File: config.mk
export PLATFORM = sky130hd
export DESIGN_NAME = dt_ff_excitation_gen
export DESIGN_NICKNAME = d
export VERILOG_FILES = /design/src/rtl/dt_ff_excitation_gen.sv
export SDC_FILE = /design/constraint.sdc
export NUM_CORES = 1
export LEC_CHECK = 0
export CAP_MARGIN = 5
export CORE_UTILIZATION = 40
export DETAILED_ROUTE_END_ITERATION = 6
export HOLD_SLACK_MARGIN = 0.05
export PLACE_DENSITY_LB_ADDON = 0.12
export REMOVE_ABC_BUFFERS = 1
export SYNTH_ARGS = -nofsm -noshare
export SYNTH_HDL_FRONTEND = slang
export SYNTH_SLANG_ARGS = --single-unit
export TNS_END_PERCENT = 30
File: constraint.sdc
create_clock -name clk -period 2.7 [get_ports clk]
set_clock_uncertainty 0.15 [all_clocks]
set_input_delay 0.54 -clock clk [delete_from_list [all_inputs] [get_ports clk]]
set_output_delay 0.54 -clock clk [all_outputs]
set_load 0.02 [all_outputs]
File: src/rtl/dt_ff_excitation_gen.sv
// dt_ff_excitation_gen
// Converts a stream of target state bits into load/toggle flop controls
// (b1 = data/toggle, b2 = mode: 1 load, 0 toggle/hold), keeps a model of
// the flop state and checks the flop's fed-back output after each drive.
// Optional: define DTE_TRACE_EN for a simulation-only trace of every check.
module dt_ff_excitation_gen #(
  parameter int DEPTH       = 4,
  parameter int MODE_POLICY = 0,
  parameter int CNT_W       = 8
) (
  input  logic             clk,
  input  logic             rst_n,
  input  logic             tgt_valid,
  input  logic             tgt_bit,
  output logic             tgt_ready,
  output logic             b1,
  output logic             b2,
  output logic             drv_valid,
  input  logic             q_fb,
  output logic             busy,
  output logic             model_q,
  output logic             err,
  output logic [CNT_W-1:0] err_cnt
);

  localparam int AW = $clog2(DEPTH);
  localparam logic [AW:0] FULL_CNT = (AW+1)'(DEPTH);

  localparam logic [1:0] S_IDLE  = 2'd0;
  localparam logic [1:0] S_DRIVE = 2'd1;
  localparam logic [1:0] S_WAIT  = 2'd2;
  localparam logic [1:0] S_CHECK = 2'd3;

  logic [1:0]    state;
  logic          mem [DEPTH];
  logic [AW-1:0] wr_ptr;
  logic [AW-1:0] rd_ptr;
  logic [AW:0]   count;
  logic          full;
  logic          empty;
  logic          push;
  logic          pop;
  logic          head;
  logic          exp_bit;

  assign full      = (count == FULL_CNT);
  assign empty     = (count == '0);
  assign push      = tgt_valid && !full;
  assign pop       = (state == S_DRIVE);
  assign head      = mem[rd_ptr];
  assign tgt_ready = !full;
  assign busy      = !empty || (state != S_IDLE);

  // FIFO storage: written on accepted pushes, never reset
  always_ff @(posedge clk) begin
    if (push)
      mem[wr_ptr] <= tgt_bit;
  end

  // FIFO pointers and occupancy; pointers wrap naturally (DEPTH is a power of two)
  always_ff @(posedge clk or negedge rst_n) begin
    if (!rst_n) begin
      wr_ptr <= '0;
      rd_ptr <= '0;
      count  <= '0;
    end else begin
      if (push)
        wr_ptr <= wr_ptr + 1'b1;
      if (pop)
        rd_ptr <= rd_ptr + 1'b1;
      case ({push, pop})
        2'b10:   count <= count + 1'b1;
        2'b01:   count <= count - 1'b1;
        default: count <= count;
      endcase
    end
  end

  // Drive/wait/check sequencer; controls default to the hold encoding every cycle
  always_ff @(posedge clk or negedge rst_n) begin
    if (!rst_n) begin
      state     <= S_IDLE;
      b1        <= 1'b0;
      b2        <= 1'b0;
      drv_valid <= 1'b0;
      exp_bit   <= 1'b0;
      model_q   <= 1'b0;
      err       <= 1'b0;
      err_cnt   <= '0;
    end else begin
      b1        <= 1'b0;
      b2        <= 1'b0;
      drv_valid <= 1'b0;
      case (state)
        S_IDLE: begin
          if (!empty)
            state <= S_DRIVE;
        end
        S_DRIVE: begin
          drv_valid <= 1'b1;
          exp_bit   <= head;
          if (MODE_POLICY == 0) begin
            b2 <= 1'b1;
            b1 <= head;
          end else begin
            b2 <= 1'b0;
            b1 <= head ^ model_q;
          end
          state <= S_WAIT;
        end
        S_WAIT: begin
          state <= S_CHECK;
        end
        S_CHECK: begin
          if (q_fb != exp_bit) begin
            err <= 1'b1;
            if (err_cnt != '1)
              err_cnt <= err_cnt + CNT_W'(1);
          end
          model_q <= q_fb;
          state   <= empty ? S_IDLE : S_DRIVE;
        end
        default: state <= S_IDLE;
      endcase
    end
  end

`ifdef DTE_TRACE_EN
  // Simulation-only trace of each check
  always_ff @(posedge clk) begin
    if (rst_n && state == S_CHECK)
      $display("[%0t] dte check exp=%0b q_fb=%0b model_q=%0b %s", $time, exp_bit, q_fb,
               model_q, (q_fb == exp_bit) ? "MATCH" : "MISMATCH");
  end
`endif

endmodule

==> impl_metrics.json <==
{
  "status": "complete, no violations",
  "routedWlPerCell_um": 11.3,
  "viasPerCell": 4.47,
  "routed_wl_um": 1920,
  "post-route-min-period_ps": 2450,
  "maxCapViolCount": 0,
  "combPwrFrac_pct": 48.2,
  "dr_total_vias": 756,
  "initialDrtViolationCount": 11,
  "grt_max_degree": 23,
  "ys_types": 30,
  "start_util_pct": 41.8,
  "r2r_setup_slack_ps": 450,
  "setup-tns-final_ps": 0,
  "async_reset_ff_share_pct": 84.6,
  "grt_pass1_wl_um": 3590,
  "die-area_um2": 3390,
  "yosys-top-cells-count": "dfrtp_1 (22), inv_1 (11), ha_1 (9)",
  "synth-edff-count": 4,
  "drc": 0,
  "hpwlAfterDp_um": 1480,
  "relSlewSlack_pct": 70.9,
  "p_sw_mw": 0.652,
  "postCtsHoldBufs": 0,
  "worstPathCellList": "inv_1, ha_1, nand2_1, clkdlybuf4s50_1",
  "yosysMostFrequentCell": "dfrtp_1",
  "worst_slack_ps": 255,
  "hold_class": "reg -> reg",
  "rsz0062_at_grt": "false",
  "p_int_mw": 1.02,
  "cts_buffer_depth": 2,
  "power_leakage_nw": 0.681,
  "fin_cells": 169,
  "placed_cells": 165,
  "setup_viol": 0,
  "grt_pass1_vias": 778,
  "crit_fanout": 5,
  "crit_path_start_kind": "register",
  "synth_ff_type": "dfrtp_1",
  "cts_made_buffers": 3,
  "num_rows": 20,
  "io_pins": 20,
  "peakVddDrop_v": 0.000442,
  "diodes": 0,
  "crit_slowest_cell": "clkdlybuf4s50_1",
  "first_pass_iters": 4,
  "pwr_density_cell_nw_per_um2": 1080,
  "grt_usage_pct": 14.1,
  "root_buffer": "clkbuf_4",
  "p_sw_share_pct": 39.1,
  "antenna_found_initial": 0,
  "report.final.slew_viol_count": 0,
  "cts-htree-levels": 1,
  "clkPwrFrac_pct": 9.9,
  "ant_nets": 0,
  "final_layout_size_suffix_gt1_share_pct": 11.2,
  "end_kind": "output pin",
  "dp_slack_ps": 174,
  "syn_avg_cell_area_um2": 12.4,
  "synth_top_area_share_pct": 43.5,
  "clk_latency_ps": 310,
  "cts_num_sinks": 26,
  "die_w_um": 58.3,
  "worstSetupPathType": "reg -> out",
  "synth_area_leaders": "dfrtp_1 (43%), edfxtp_1 (9.5%), ha_1 (8.9%)",
  "place.port_buffers": 19,
  "fp.dieH_um": 58.3,
  "ys_ff_latch": 26,
  "area_growth_pct": 21.4,
  "grt.overflow.total": 0,
  "clkTransAtPathRegs_ps": 140,
  "final_nets": 141,
  "coreArea_um2": 3030,
  "seq_area_frac_synth_pct": 53.0,
  "worst_slew_pin_slew_ps": 436,
  "post-route-period-util_pct": 90.6,
  "max_freq_ghz": 0.409,
  "cts_tree": "done",
  "synth.largest_area_cell": "dfrtp_1",
  "yosys_warnings": 0,
  "syn_inst": 102,
  "cts_resized": 0,
  "crit_required_ps": 2010,
  "netlist_area_um2": 1270,
  "critPathMaxStageDelay_ps": 610,
  "gp_congestion": 0.716,
  "crit_arrival_ps": 1760,
  "cts_setup_buffers": 0,
  "pwr-share-seq_pct": 41.9,
  "hold_violations": 0
}
-- worst max-delay path, delay by kind of cell (launching register included) --
family                     cells  cell delay (ps)
adders and majority gates      1              230
DFF                            1              440
and+or+nand+nor                1              100
buffers and inverters          2              670
-- path summary, 6_finish.rpt --
| check | startpoint | cells after the start | to |
|---|---|---|---|
| max | state[0]$_DFFE_PN0P_ | 4 | busy |
| min | err$_DFFE_PN0P_ | 1 | err$_DFFE_PN0P_ |
| max reg2reg | count[0]$_DFFE_PN0P_ | 10 | count[2]$_DFFE_PN0P_ |
| min reg2reg | err$_DFFE_PN0P_ | 1 | err$_DFFE_PN0P_ |
| max in group asynchronous | rst_n | 2 | count[2]$_DFFE_PN0P_ |
| min in group asynchronous | rst_n | 2 | err_cnt[5]$_DFFE_PN0P_ |
-- layer usage --
metal  vias to the layer above  routed length (µm)  global-route usage (%)
met1                       352                1020                    19.9
met5                         -                   0                       0
met3                         2                  65                    2.90
met2                        13                 819                    20.7
li1                        389                   -                       -
met4                         0                  16                    7.14
-- state kept, by name (all words and copies together), names as in the netlist, 2 cells and up --
register / flops
wr_ptr: 2
err_cnt: 8
count: 3
mem: 4
state: 2
rd_ptr: 2
-- cells in the final DEF (no fill, tap or decap), types with 5 or more instances in the layout --
cell type / netlist / final
nand2_1: 5 / 5
xor2_1: 6 / 6
clkdlybuf4s50_1: 0 / 19
ha_1: 9 / 9
inv_1: 11 / 11
dfrtp_1: 22 / 22
xnor2_1: 5 / 5
-- final cells by class --
| type | instances | area, µm² |
|---|---|---|
| Timing Repair Buffer | 20 | 198 |
| Clock buffer | 3 | 22.5 |
| Tap cell | 44 | 55.1 |
| Clock inverter | 1 | 3.75 |
| Inverter | 11 | 41.3 |
| Fill cell | 273 | 1490 |
| Multi-Input combinational cell | 64 | 547 |
| Sequential cell | 26 | 671 |
-- power by group through the flow --
| stage | Sequential, mW | Clock, mW | Combinational, mW |
|---|---|---|---|
| after CTS | 0.701 | 0.173 | 0.816 |
| after global placement | 0.704 | 0 | 0.788 |
| after detailed placement | 0.709 | 0 | 0.811 |
| after floorplan | 0.772 | 0 | 0.467 |
| after global routing | 0.724 | 0.190 | 0.903 |
| final | 0.699 | 0.165 | 0.804 |
-- metrics by stage --
step           area [µm²]  power [mW]  hold slack, ps  utilization [%]
2_1_floorplan        1260        1.24            94.4                -
3_3_place_gp         1510        1.49             299             49.9
3_5_place_dp         1510        1.52             311             49.9
4_1_cts              1540        1.69             343             50.8
5_1_grt              1540        1.82             365             50.8
6_report             1540        1.67             337             50.8
-- cell families after synthesis --
family                     share of synthesized area [%]
xor gates and xnor gates                            8.89
muxes                                               7.81
AOI/OAI and AO/OA                                   3.16
buffers and inverters                               3.85
and+or+nand+nor                                     12.8
adders and majority gates                           10.5
DFF                                                 53.0
No activity file was read; power rests on OpenSTA's default activity.
